File: config.mk
export PLATFORM = sky130hd
export DESIGN_NAME = parity_check_monitor
export DESIGN_NICKNAME = d
export VERILOG_FILES = /design/src/rtl/parity_check_monitor.sv
export SDC_FILE = /design/constraint.sdc
export NUM_CORES = 1
export LEC_CHECK = 0
export ABC_CLOCK_PERIOD_IN_PS = 2200
export CELL_PAD_IN_SITES_DETAIL_PLACEMENT = 0
export CELL_PAD_IN_SITES_GLOBAL_PLACEMENT = 1
export CORE_MARGIN = 1
export CORE_UTILIZATION = 31
export CTS_BUF_LIST = sky130_fd_sc_hd__clkbuf_8
export DETAILED_ROUTE_END_ITERATION = 8
export MAX_ROUTING_LAYER = met4
export PLACE_DENSITY_LB_ADDON = 0.1
export SYNTH_ARGS = -nofsm -noshare
export SYNTH_HDL_FRONTEND = slang
export SYNTH_SLANG_ARGS = --single-unit
export TNS_END_PERCENT = 10
File: constraint.sdc
create_clock -name ACLK -period 2.2 [get_ports ACLK]
set_input_delay 0.66 -clock ACLK [delete_from_list [all_inputs] [get_ports ACLK]]
set_output_delay 0.66 -clock ACLK [all_outputs]
set_load 0.02 [all_outputs]
File: src/rtl/parity_check_monitor.sv
// parity_check_monitor
//   Multi-channel parity checker/generator for a protected interface.
//   Each channel's data is split into GRAN_W-bit granules (the last one may
//   be partial). One parity bit is generated per granule and compared with
//   the parity received alongside the data. Mismatches are reported to the
//   fault collector through these outputs:
//     - sticky per-channel status
//     - a first-error capture record (channel and syndrome)
//     - a saturating count of error cycles
//     - a complementary registered error pair
//
// Ports
//   ACLK, RESETN_ACLK : clock, asynchronous active-low reset
//   I_DATA            : NUM_CH*DATA_W data, channel c at [c*DATA_W +: DATA_W]
//   I_PARITY          : NUM_CH*PAR_W received parity, channel c at [c*PAR_W +: PAR_W]
//   I_VALID           : per-channel qualifier
//   I_ENERR           : enables O_ERR/O_ERR_B (other state updates regardless)
//   I_FIERR           : fault-inject level; each rising edge injects one error
//   I_CLR             : one-cycle clear of status, capture and counter
//   O_GEN_PARITY      : combinational generated parity, zero when not valid
//   O_ERR, O_ERR_B    : registered error flag and its complement
//   O_ERR_STATUS      : sticky per-channel mismatch flags
//   O_FIRST_CH        : lowest mismatching channel of the first error event
//   O_FIRST_SYN       : syndrome (received ^ expected) of that channel
//   O_ERR_CNT         : saturating count of cycles with any mismatch
//   O_CNT_SAT         : counter is at all-ones
module parity_check_monitor #(
  parameter int NUM_CH     = 4,
  parameter int DATA_W     = 64,
  parameter int GRAN_W     = 8,
  parameter int ODD_PARITY = 0,
  parameter int CNT_W      = 8,
  parameter int CH_IDX_W   = 2,
  localparam int PAR_W     = (DATA_W + GRAN_W - 1) / GRAN_W
) (
  input  logic                     ACLK,
  input  logic                     RESETN_ACLK,
  input  logic [NUM_CH*DATA_W-1:0] I_DATA,
  input  logic [NUM_CH*PAR_W-1:0]  I_PARITY,
  input  logic [NUM_CH-1:0]        I_VALID,
  input  logic                     I_ENERR,
  input  logic                     I_FIERR,
  input  logic                     I_CLR,
  output logic [NUM_CH*PAR_W-1:0]  O_GEN_PARITY,
  output logic                     O_ERR,
  output logic                     O_ERR_B,
  output logic [NUM_CH-1:0]        O_ERR_STATUS,
  output logic [CH_IDX_W-1:0]      O_FIRST_CH,
  output logic [PAR_W-1:0]         O_FIRST_SYN,
  output logic [CNT_W-1:0]         O_ERR_CNT,
  output logic                     O_CNT_SAT
);

  typedef enum logic {ST_OK, ST_LATCHED} state_t;

  // Packed [channel][granule] views line up with the flat port layout.
  logic [NUM_CH-1:0][PAR_W-1:0] raw_par;
  logic [NUM_CH-1:0][PAR_W-1:0] rcv_par;
  logic [NUM_CH-1:0][PAR_W-1:0] gen_gated;
  logic [NUM_CH-1:0][PAR_W-1:0] rcv_gated;
  logic [NUM_CH-1:0][PAR_W-1:0] syn_s1_next;

  // Stage 1 registers.
  logic [NUM_CH-1:0]            valid_s1_reg;
  logic [NUM_CH-1:0][PAR_W-1:0] gen_s1_reg;
  logic [NUM_CH-1:0][PAR_W-1:0] rcv_s1_reg;
  logic                         fierr_q_reg;
  logic                         inj_s1_reg;

  // Stage 2 register.
  logic [NUM_CH-1:0][PAR_W-1:0] syn_s2_reg;

  // Status and reporting state.
  state_t                       state_reg;
  state_t                       state_next;
  logic                         err_reg;
  logic                         err_b_reg;
  logic [NUM_CH-1:0]            status_reg;
  logic [CH_IDX_W-1:0]          first_ch_reg;
  logic [PAR_W-1:0]             first_syn_reg;
  logic [CNT_W-1:0]             cnt_reg;

  logic [NUM_CH-1:0]            mis;
  logic                         ev;
  logic [CH_IDX_W-1:0]          first_ch_next;
  logic [PAR_W-1:0]             first_syn_next;
  logic                         cnt_sat;

  assign rcv_par = I_PARITY;

  // Granule parity: bit b of a channel folds into granule b/GRAN_W, so a
  // partial last granule simply receives fewer bits. Odd parity starts at 1.
  always_comb begin
    raw_par = {(NUM_CH*PAR_W){ODD_PARITY != 0}};
    for (int c = 0; c < NUM_CH; c++) begin
      for (int b = 0; b < DATA_W; b++) begin
        raw_par[c][b / GRAN_W] = raw_par[c][b / GRAN_W] ^ I_DATA[c*DATA_W + b];
      end
    end
  end

  genvar gi;
  generate
    for (gi = 0; gi < NUM_CH; gi++) begin : g_ch
      // Invalid channels contribute nothing downstream.
      assign gen_gated[gi] = I_VALID[gi] ? raw_par[gi] : '0;
      assign rcv_gated[gi] = I_VALID[gi] ? rcv_par[gi] : '0;

      // Injection flips syndrome bit 0 of channel 0, whether or not valid.
      if (gi == 0) begin : g_inj
        assign syn_s1_next[gi] =
          (valid_s1_reg[gi] ? (gen_s1_reg[gi] ^ rcv_s1_reg[gi]) : '0) ^ PAR_W'(inj_s1_reg);
      end else begin : g_noinj
        assign syn_s1_next[gi] =
          valid_s1_reg[gi] ? (gen_s1_reg[gi] ^ rcv_s1_reg[gi]) : '0;
      end

      assign mis[gi] = |syn_s2_reg[gi];
    end
  endgenerate

  assign O_GEN_PARITY = gen_gated;
  assign ev           = |mis;
  assign cnt_sat      = &cnt_reg;

  // Lowest-index mismatching channel wins the capture record.
  always_comb begin
    first_ch_next  = '0;
    first_syn_next = '0;
    for (int c = NUM_CH - 1; c >= 0; c--) begin
      if (mis[c]) begin
        first_ch_next  = CH_IDX_W'(c);
        first_syn_next = syn_s2_reg[c];
      end
    end
  end

  // A new event on the clear cycle keeps the monitor latched.
  always_comb begin
    state_next = state_reg;
    case (state_reg)
      ST_OK:      if (ev) state_next = ST_LATCHED;
      ST_LATCHED: if (I_CLR && !ev) state_next = ST_OK;
      default:    state_next = ST_OK;
    endcase
  end

  always_ff @(posedge ACLK or negedge RESETN_ACLK) begin
    if (!RESETN_ACLK) begin
      valid_s1_reg  <= '0;
      gen_s1_reg    <= '0;
      rcv_s1_reg    <= '0;
      fierr_q_reg   <= 1'b0;
      inj_s1_reg    <= 1'b0;
      syn_s2_reg    <= '0;
      state_reg     <= ST_OK;
      err_reg       <= 1'b0;
      err_b_reg     <= 1'b1;
      status_reg    <= '0;
      first_ch_reg  <= '0;
      first_syn_reg <= '0;
      cnt_reg       <= '0;
    end else begin
      valid_s1_reg <= I_VALID;
      gen_s1_reg   <= gen_gated;
      rcv_s1_reg   <= rcv_gated;
      fierr_q_reg  <= I_FIERR;
      inj_s1_reg   <= I_FIERR & ~fierr_q_reg;
      syn_s2_reg   <= syn_s1_next;

      state_reg <= state_next;
      err_reg   <= I_ENERR & (state_next == ST_LATCHED);
      err_b_reg <= ~(I_ENERR & (state_next == ST_LATCHED));

      status_reg <= I_CLR ? mis : (status_reg | mis);

      // A clear without an event loads the all-zero record.
      if (I_CLR || (state_reg == ST_OK && ev)) begin
        first_ch_reg  <= first_ch_next;
        first_syn_reg <= first_syn_next;
      end

      if (I_CLR) begin
        cnt_reg <= CNT_W'(ev);
      end else if (ev && !cnt_sat) begin
        cnt_reg <= cnt_reg + CNT_W'(1);
      end
    end
  end

  assign O_ERR        = err_reg;
  assign O_ERR_B      = err_b_reg;
  assign O_ERR_STATUS = status_reg;
  assign O_FIRST_CH   = first_ch_reg;
  assign O_FIRST_SYN  = first_syn_reg;
  assign O_ERR_CNT    = cnt_reg;
  assign O_CNT_SAT    = cnt_sat;

endmodule

After elaboration in Yosys (flattened, before gate mapping)

Cells that the tools add are included.

Word-level logic and storage cells: 297
Output and inout port bits: 57
Register bits after elaboration: 127
Input port bits: 297

Mux-type cells: 26
Reductions and logical operators: 13
$add $sub $neg: 1
Bitwise operators: 235

Operator list:

| kind                                                           | number |
|---|---|
| 1-bit bitwise XOR                                              | 224 |
| 8-bit two-way mux                                              | 18 |
| 32-bit OR reduction                                            | 1 |
| 8-bit OR reduction                                             | 4 |
| 8-bit bitwise XOR                                              | 4 |
| 8-bit by 1-bit adder with 8-bit output (second input constant) | 1 |
| 2-bit two-way mux                                              | 4 |
| 8-bit AND reduction                                            | 1 |
| 8-bit by 1-bit bitwise XOR with 8-bit output                   | 1 |
| 4-bit two-way mux                                              | 1 |
| 4-bit OR                                                       | 1 |
| 1-bit logical AND                                              | 3 |
| 1-bit NOT                                                      | 3 |
| 1-bit bitwise AND                                              | 2 |
| 1-bit zero test                                                | 2 |
| 1-bit two-way mux                                              | 2 |
| 1-bit case mux with 2 select lines                             | 1 |
| 2-bit nonzero test                                             | 1 |
| 1-bit logical OR                                               | 1 |

Depth between registers and ports, before layout

Gate-level depths: netlist of run 1.

Word-level depth: 8
Mapped depth: 5
Gate-level depth less buffers: 5

Least setup slack after synthesis of run 1

No wires, ideal clock.

Path kind: input to output
Start: input port I_DATA[6]
End: output port O_GEN_PARITY[0]
Buffers on the path: 0
Stages: 4
Setup slack: 0.182 ns
Arrival time: 1.358 ns
Data required time: 1.540 ns
Cells stage by stage: xor2_1 > xnor2_1 > xnor2_1 > and2_1

Word-level cells in the longest chain between the ends: 3

RTL lines:

| element                        | line | source |
|---|---|---|
| start: declaration             | 38   | `input logic [NUM_CH*DATA_W-1:0] I_DATA,` |
| 1-bit bitwise XOR (2 in a row) | 97   | `raw_par[c][b / GRAN_W] = raw_par[c][b / GRAN_W] ^ I_DATA[c*DATA_W + b];` |
| 8-bit two-way mux              | 106  | `assign gen_gated[gi] = I_VALID[gi] ? raw_par[gi] : '0;` |
| end: declaration               | 44   | `output logic [NUM_CH*PAR_W-1:0] O_GEN_PARITY,` |

No other way between the ends.

Worst setup path in the final report of run 1

Start: input port I_DATA[3]
End: output port O_GEN_PARITY[0]

Word-level cells in the longest chain between the ends: 6

RTL lines:

| element                        | line |
|---|---|
| 1-bit bitwise XOR (5 in a row) | 97 |
| 8-bit two-way mux              | 106 |

No other way between the ends.

==> results.json, run 1 <==
{
  "fin_total_pwr_w": 0.00836,
  "syn_area_sq_um": 7100,
  "cts_tree": "built",
  "startpoint": "I_DATA[3]",
  "synth_cell_type_count": 51,
  "finalCritPeriodShare_pct": 102,
  "grt_pass1_wl_um": 30700,
  "syn_area_per_cell_sq_um": 11.2,
  "io_buffers": 353,
  "routedWlPerCell_um": 14.0,
  "synthMuxAreaShare_pct": 1.36,
  "viasPerCell": 4.28,
  "drc": 0,
  "cts_buffers": 17,
  "clock-root-buffer": "clkbuf_8",
  "vias": 5879,
  "clkSinkCount": 127,
  "outcome": "finished, violations left",
  "drtIter0Drc": 248,
  "slew_headroom_pct": 54.6,
  "finalSetupViolations": 9,
  "max-cap-violations": 0,
  "nets": 1377,
  "yosysSeqAreaShare_pct": 44.8,
  "drv_slew": 0,
  "synth_simple_gate_area_share_pct": 15.5,
  "ff2ff_path_depth": 4,
  "skew_ns": 0.0112,
  "grt_max_degree": 70,
  "synthDominantCellAreaShare_pct": 44.4,
  "power_density_nw_per_um2": 708,
  "synth_xor_area_share_pct": 31.7,
  "grt_overflow": 0,
  "async_flop_share_pct": 100,
  "clk_latency_ns": 0.44,
  "p_clk_share_pct": 26.7,
  "dpl.hpwl_um": 15100,
  "tightest_slew_ns": 0.680,
  "comb_power_share_pct": 38.8,
  "rsz0062_at_grt": "true",
  "ios": 354,
  "synth_nets": 931,
  "yosys.area.top_type": "dfrtp_1",
  "critPathRequiredTime_ns": 1.54,
  "htree_levels": 4,
  "multi_input_area_sq_um": 4570,
  "grt_pass1_vias": 6208,
  "hold_violations": 0,
  "antenna_left": 0,
  "synth_edf_count": 0,
  "synthToLayoutAreaGrowth_pct": 66.2,
  "min_path_type": "input pin to async pin",
  "r2r_start": "syn_s2_reg[29]",
  "worstReg2RegEnd": "O_FIRST_SYN[7]",
  "die_width_um": 153,
  "p_leak_nw": 5.79,
  "synth_fa_ha_area_share_pct": 0.176,
  "synth-compound-area-share_pct": 5.22,
  "path_max_fanout": 2,
  "wl_um": 19200,
  "synth_top_family_by_area": "XOR/XNOR gates",
  "cp-start-kind": "input pin",
  "fp-row-count": 54,
  "r2r_slack_ns": 0.37,
  "clockBufferDepth": 2,
  "dieHeight_um": 153,
  "switchingPower_w": 0.00242,
  "crit_end": "O_GEN_PARITY[0]",
  "power.internal_w": 0.00593,
  "drive_above_1_share_pct": 49.9,
  "yosysWarnings": 0,
  "setup_ws_ns": -0.0377,
  "peakVddDrop_mv": 0.289,
  "fin_util_pct": 53.2,
  "crit_arrival_ns": 1.58,
  "fp.dieArea_sq_um": 23500,
  "start_util_pct": 32.0,
  "synth_area_leaders": "dfrtp_1, xnor2_1, and2_1",
  "fill_cells": 2139,
  "clk_pin_slew_ns": 0.07,
  "synth_ff_type": "dfrtp_1",
  "max_freq_mhz": 447,
  "ys_ff_latch": 127,
  "seq_area_sq_um": 3180,
  "seqPwrFrac_pct": 34.5,
  "coreArea_sq_um": 22200,
  "period_needed_ns": 2.24,
  "holdWs_ns": 0.0813,
  "critical_path_class": "input pin to primary output",
  "sw_frac_of_total_pct": 29.0,
  "violations": "setup timing",
  "grt_use_total_pct": 17.3,
  "place.gp.congestion": 0.757,
  "antenna_found_initial": 2,
  "crit_path_end_kind": "primary output",
  "firstDrtPassIters": 4,
  "netlist_instances": 633
}
## layout make-up
class / count / share of cell area, %
inverter: 3 / 0.0955
clock inverter: 11 / 1.38
sequential: 127 / 27.0
antenna: 2 / 0.0424
clock buffer: 21 / 2.45
multi-input combinational: 491 / 38.8
tap: 280 / 2.97
timing repair buffer: 439 / 27.4
## worst max-delay path, stage by stage
cell and delay, ns:
clkdlybuf4s15_2 0.20, xnor2_2 0.13, xnor2_1 0.17, xnor2_1 0.14, and2_4 0.16, buf_6 0.11
## repair_timing
item / in CTS / in global routing
resized for setup: 1171 / 80
pin swaps: 244 / 68
hold buffers: 0 / 0
gates cloned: 1 / 0
endpoints found under the setup margin: 39 / 35
buffers inserted: 27 / 3
## power groups by stage
stage,Clock [W],Sequential (W),Combinational [W]
after global placement,0,0.00292,0.00297
final,0.00223,0.00288,0.00324
after detailed placement,0,0.00293,0.00297
after CTS,0.00231,0.00288,0.00318
after floorplan,0,0.00294,0.00141
after global routing,0.00243,0.00292,0.00351
## cells by family after synthesis
group                    count (synthesis)
AO/OA/AOI/OAI                           46
XOR/XNOR                               257
adder cells (fa/ha/maj)                  1
buffers and inverters                   15
flip-flops                             127
multiplexers                             7
AND/OR/NAND/NOR                        180
## cell usage after synthesis (3+ instances only)
| library cell | count |
|---|---|
| clkbuf_1 | 7 |
| a21oi_2 | 4 |
| o21ai_0 | 5 |
| nand2_1 | 8 |
| and2_1 | 95 |
| nor2_1 | 17 |
| dfrtp_1 | 126 |
| a22oi_1 | 8 |
| xnor2_1 | 193 |
| a21o_2 | 5 |
| a2111oi_0 | 6 |
| xor2_1 | 64 |
| nand2b_1 | 12 |
| nor3_1 | 4 |
| nor2b_1 | 8 |
| nor4_1 | 12 |
| mux2_4 | 5 |
| nand3_1 | 5 |
| a21oi_1 | 3 |
| inv_1 | 3 |
| nor4b_1 | 6 |
## per-stage QoR
stage	instance area (sq um)	setup slack, ns	setup TNS (ns)	cells
4_1_cts	11600	-0.0574	-0.644	1369
6_report	11800	-0.0377	-0.117	1374
3_3_place_gp	11300	-0.974	-25.21	1309
2_1_floorplan	7100	0.182	0	633
3_5_place_dp	11300	-0.971	-25.41	1309
5_1_grt	11800	-0.0941	-1.61	1374
## how the worst min path moves through the flow
stage	start	slack, ns	endpoint
after floorplan	RESETN_ACLK	0.36	O_ERR
after global placement	fierr_q_reg	0.38	inj_s1_reg
after detailed placement	fierr_q_reg	0.38	inj_s1_reg
after CTS	RESETN_ACLK	0.06	rcv_s1_reg[30]
after global routing	RESETN_ACLK	0.06	rcv_s1_reg[30]
final	RESETN_ACLK	0.08	gen_s1_reg[25]
## cells in the final DEF, fill, tap and decap left out, types with 3 or more instances in the layout
| cell type | count |
|---|---|
| buf_2 | 199 |
| and2_1 | 72 |
| clkbuf_8 | 21 |
| clkbuf_2 | 16 |
| a21oi_2 | 4 |
| o21ai_0 | 5 |
| nand3_1 | 5 |
| buf_4 | 81 |
| nor2b_1 | 8 |
| nand2_1 | 8 |
| nor3_1 | 4 |
| a21oi_1 | 3 |
| xnor2_1 | 110 |
| a21o_2 | 5 |
| xor2_1 | 56 |
| and2_4 | 23 |
| inv_1 | 5 |
| nor4b_1 | 6 |
| buf_6 | 74 |
| xor2_2 | 8 |
| a22oi_1 | 8 |
| dlymetal6s2s_1 | 3 |
| clkdlybuf4s50_1 | 51 |
| a2111oi_0 | 6 |
| bufinv_16 | 4 |
| dlygate4sd2_1 | 9 |
| xnor2_2 | 83 |
| dfrtp_1 | 126 |
| nand2b_1 | 12 |
| nor4_1 | 12 |
| nor2_1 | 16 |
| mux2_4 | 5 |
## routing by layer
metal	up-vias	GRT usage (%)	wire [um]
met4	0	6.59	417
met5	-	-	0
met3	22	4.00	967
met2	201	30.2	10300
li1	2955	-	-
met1	2701	19.0	7500
Power figures use the tool's default switching activity.
==> run 2, diff against run 1 <==
--- a/config.mk
+++ b/config.mk
@@ -6,6 +6,7 @@
 export NUM_CORES = 1
 export LEC_CHECK = 0
 export ABC_CLOCK_PERIOD_IN_PS = 2200
+export CAP_MARGIN = 15
 export CELL_PAD_IN_SITES_DETAIL_PLACEMENT = 0
 export CELL_PAD_IN_SITES_GLOBAL_PLACEMENT = 1
 export CORE_MARGIN = 1
@@ -14,6 +15,7 @@
 export DETAILED_ROUTE_END_ITERATION = 8
 export MAX_ROUTING_LAYER = met4
 export PLACE_DENSITY_LB_ADDON = 0.1
+export SKIP_CTS_REPAIR_TIMING = 1
 export SYNTH_ARGS = -nofsm -noshare
 export SYNTH_HDL_FRONTEND = slang
 export SYNTH_SLANG_ARGS = --single-unit
==> run 2 against run 1 <==
The flow still finishes with violations (setup timing). Maximum frequency rose by 0.54%. Flip-flop and latch count did not move. Utilization about the same. Power down 0.78%. Final cell count decreased by 0.73%. Final area hardly changed. Register-to-register slack barely moved. Via count shrank 1.2%. Critical path depth stayed put. Critical endpoint is now O_GEN_PARITY[3].
==> results.json, run 2 (synthesis gave the netlist of run 1 again) <==
{
  "outcome": "finished, violations left",
  "violations": "setup timing",
  "power_density_nw_per_um2": 703,
  "clock-root-buffer": "clkbuf_8",
  "drtIter0Drc": 245,
  "critical_path_class": "input pin to primary output",
  "setup_ws_ns": -0.0257,
  "synthToLayoutAreaGrowth_pct": 66.1,
  "design_area_sq_um": 11800,
  "ios": 354,
  "slew_headroom_pct": 51.4,
  "hold_violations": 0,
  "die_width_um": 153,
  "cts_buffers": 17,
  "startpoint": "I_DATA[28]",
  "drive_above_1_share_pct": 45.2,
  "finalCritPeriodShare_pct": 101,
  "firstDrtPassIters": 4,
  "clk_latency_ns": 0.44,
  "path_max_fanout": 2,
  "peakVddDrop_mv": 0.289,
  "finalSetupViolations": 5,
  "r2r_start": "syn_s2_reg[29]",
  "place.gp.congestion": 0.757,
  "viasPerCell": 4.26,
  "start_util_pct": 32.0,
  "fill_cells": 2124,
  "grt_pass1_wl_um": 29200,
  "setup_tns_ns": -0.0730,
  "io_buffers": 353,
  "dieHeight_um": 153,
  "antenna_found_initial": 1,
  "ff2ff_path_depth": 4,
  "fp-row-count": 54,
  "final_common_cell": "clkbuf_2",
  "layout_common_cells": "clkbuf_2, dfrtp_1, xnor2_1",
  "grt_use_total_pct": 16.5,
  "antenna_left": 0,
  "r2r_slack_ns": 0.37,
  "place_area_sq_um": 11300,
  "critPathRequiredTime_ns": 1.54,
  "drv_slew": 0,
  "cp-start-kind": "input pin",
  "min_path_type": "input pin to async pin",
  "worstReg2RegEnd": "O_FIRST_SYN[7]",
  "dpl.hpwl_um": 15100,
  "nets": 1368,
  "crit_path_end_kind": "primary output",
  "vias": 5809,
  "clk_pin_slew_ns": 0.07,
  "rsz0062_at_grt": "true",
  "routedWlPerCell_um": 14.0,
  "fp.dieArea_sq_um": 23500,
  "cts_tree": "built",
  "clkSinkCount": 127,
  "grt_overflow": 0,
  "coreArea_sq_um": 22200,
  "clockBufferDepth": 2,
  "crit_end": "O_GEN_PARITY[3]",
  "p_leak_nw": 6.05,
  "tightest_slew_ns": 0.728,
  "grt_pass1_vias": 5889,
  "grt_max_degree": 70,
  "holdWs_ns": 0.0802,
  "max-cap-violations": 0,
  "crit_arrival_ns": 1.57,
  "drc": 0,
  "htree_levels": 4,
  "skew_ns": 0.0113,
  "fin_util_pct": 53.2,
  "period_needed_ns": 2.23,
  "wl_um": 19100,
  "max_freq_mhz": 449
}
==> run 2: final cells by class <==
cell class / instances / area [sq um] / area share [%]
clock buffer: 21 / 289 / 2.45
multi-input combinational: 491 / 4490 / 38.1
tap: 280 / 350 / 2.97
inverter: 3 / 11.3 / 0.0955
timing repair buffer: 430 / 3300 / 28.0
clock inverter: 11 / 163 / 1.38
antenna: 1 / 2.50 / 0.0212
sequential: 127 / 3180 / 27.0
==> run 2: how the worst min path moves through the flow <==
stage                startpoint             end
finish              RESETN_ACLK  gen_s1_reg[25]
global route        RESETN_ACLK  rcv_s1_reg[30]
CTS                 RESETN_ACLK  rcv_s1_reg[30]
detailed placement  fierr_q_reg      inj_s1_reg
global placement    fierr_q_reg      inj_s1_reg
floorplan           RESETN_ACLK           O_ERR
==> run 2: per-layer routing <==
| metal | up-vias | routed length (um) | GRT usage, % |
|---|---|---|---|
| met1 | 2647 | 7440 | 17.8 |
| met4 | 0 | 469 | 5.68 |
| met2 | 198 | 10200 | 29.4 |
| met3 | 24 | 1010 | 3.97 |
| met5 | - | 0 | - |
| li1 | 2940 | - | - |
==> run 2: critical path, cell delays in order <==
cell and delay, ns:
dlymetal6s2s_1 0.14, xnor2_2 0.15, xnor2_1 0.19, xnor2_1 0.13
and2_1 0.17, buf_6 0.13
==> run 2: power breakdown <==
group / switching, W / internal (W)
logic: 0.00130 / 0.00188
registers: 0.000220 / 0.00266
clock network: 0.000885 / 0.00135
total: 0.00240 / 0.00589
==> run 2: stage by stage <==
step	total power [W]	worst slack, ns	cells
floorplan	0.00435	0.182	633
global placement	0.00588	-0.974	1309
detailed placement	0.00590	-0.971	1309
CTS	0.00817	-0.980	1341
global route	0.00878	-0.0941	1364
finish	0.00829	-0.0257	1364
==> run 3, diff against run 2 <==
--- a/config.mk
+++ b/config.mk
@@ -15,6 +15,7 @@
 export DETAILED_ROUTE_END_ITERATION = 8
 export MAX_ROUTING_LAYER = met4
 export PLACE_DENSITY_LB_ADDON = 0.1
+export SETUP_SLACK_MARGIN = 0.3
 export SKIP_CTS_REPAIR_TIMING = 1
 export SYNTH_ARGS = -nofsm -noshare
 export SYNTH_HDL_FRONTEND = slang
==> run 3 against run 2 <==
Utilization is 1.9 points higher. Worst setup slack worse by 0.014 ns. The flow still finishes with violations (setup timing). Power is 3.2% lower. Worst hold slack worse by 0.021 ns. Critical path depth stayed put. Largest power group unchanged.
==> results.json, run 3 (synthesis gave the netlist of run 1 again) <==
{
  "outcome": "finished, violations left",
  "violations": "setup timing",
  "cp-start-kind": "input pin",
  "place.gp.congestion": 0.810,
  "drc": 0,
  "htree_levels": 4,
  "grt_max_degree": 63,
  "antenna_left": 0,
  "peakVddDrop_mv": 0.405,
  "drtIter0Drc": 193,
  "place_ws_ns": -0.937,
  "wl_um": 18900,
  "slew_headroom_pct": 56.1,
  "layout_common_cells": "clkbuf_2, dfrtp_1, xnor2_1",
  "synthToLayoutAreaGrowth_pct": 72.0,
  "cts_buffers": 17,
  "max_freq_mhz": 446,
  "grt_use_total_pct": 16.3,
  "coreArea_sq_um": 22200,
  "fp.dieArea_sq_um": 23500,
  "path_max_fanout": 2,
  "ios": 354,
  "crit_path_end_kind": "primary output",
  "io_buffers": 353,
  "dieHeight_um": 153,
  "nets": 1357,
  "fp-row-count": 54,
  "start_util_pct": 32.0,
  "clockBufferDepth": 2,
  "clock-root-buffer": "clkbuf_8",
  "diodes": 0,
  "dp.cells": 1301,
  "vias": 5770,
  "dpl.hpwl_um": 15100,
  "max-cap-violations": 0,
  "critPathRequiredTime_ns": 1.54,
  "p_leak_nw": 6.67,
  "skew_ns": 0.00774,
  "place_area_sq_um": 11300,
  "drive_above_1_share_pct": 40.7,
  "antenna_found_initial": 0,
  "rsz0062_at_grt": "true",
  "critical_path_class": "input pin to primary output",
  "period_needed_ns": 2.24,
  "finalCritPeriodShare_pct": 102,
  "final_common_cell": "clkbuf_2",
  "min_path_type": "input pin to async pin",
  "clkSinkCount": 127,
  "setup_ws_ns": -0.0402,
  "fin_util_pct": 55.1,
  "clk_latency_ns": 0.43,
  "tightest_slew_ns": 0.658,
  "design_area_sq_um": 12200,
  "finalSetupViolations": 15,
  "grt_overflow": 0,
  "cts_tree": "built",
  "die_width_um": 153,
  "hold_violations": 0,
  "grt_pass1_wl_um": 29000,
  "drv_slew": 0,
  "power_density_nw_per_um2": 658,
  "routedWlPerCell_um": 14.0,
  "viasPerCell": 4.27,
  "firstDrtPassIters": 4,
  "clk_pin_slew_ns": 0.07,
  "fin_cells": 1352,
  "grt_pass1_vias": 5903,
  "fill_cells": 2078,
  "crit_arrival_ns": 1.58
}
[run 3: cell types whose count changed in the layout (fill, tap and decap cells not counted), sizes merged]
cell,before,now
clkbuf,224,161
buf,132,131
clkinvlp,1,0
dlymetal6s2s,44,112
inv,5,8
diode,1,0
bufinv,4,2
clkdlybuf4s50,51,36
[run 3: layer usage]
metal | vias up | global-route usage (%) | routed length [um]
li1 | 2904 | - | -
met1 | 2663 | 17.5 | 7260
met2 | 182 | 29.6 | 10300
met3 | 21 | 3.52 | 935
met4 | 0 | 5.24 | 336
met5 | - | - | 0
[run 3: layout make-up]
type,instances,area (sq um),share of cell area (%)
clock buffers,21,289,2.37
repair buffers,419,3720,30.5
multi-input cells,491,4560,37.3
well taps,280,350,2.87
inverters,3,11.3,0.0922
clock inverters,11,98.8,0.810
flip-flops and latches,127,3180,26.0
[run 3: final timing paths]
| path | from | endpoint | slack [ns] | depth (start not counted) |
|---|---|---|---|---|
| worst max-delay path | I_DATA[128] | O_GEN_PARITY[16] | -0.04 | 6 |
| worst min-delay path | RESETN_ACLK | gen_s1_reg[28] | 0.06 | 1 |
| worst max register to register | syn_s2_reg[5] | O_ERR_CNT[4] | 0.43 | 5 |
| worst min register to register | fierr_q_reg | inj_s1_reg | 0.40 | 1 |
| min in group ACLK | fierr_q_reg | inj_s1_reg | 0.40 | 1 |
| max in group asynchronous | RESETN_ACLK | gen_s1_reg[15] | 1.55 | 2 |
[run 3: worst max-delay path, cell delays in order]
cell     delay, ns
buf_6         0.10
xnor2_4       0.14
xnor2_2       0.15
xnor2_1       0.23
and2_4        0.19
buf_6         0.11
[run 3: power by group]
part	switching (W)	leakage, nW	internal (W)	total (W)
Sequential	0.000224	1.61	0.00266	0.00288
Combinational	0.00129	4.83	0.00190	0.00320
Clock	0.000848	0.222	0.00110	0.00195
Total	0.00236	6.67	0.00566	0.00803
[run 3: through the flow]
| stage | total power (W) | hold slack [ns] | setup TNS (ns) |
|---|---|---|---|
| floorplan | 0.00439 | 0.364 | 0 |
| global placement | 0.00589 | 0.382 | -26.03 |
| detailed placement | 0.00589 | 0.388 | -26.05 |
| CTS | 0.00788 | 0.0387 | -26.64 |
| global route | 0.00852 | 0.0412 | -1.65 |
| finish | 0.00803 | 0.0596 | -0.256 |
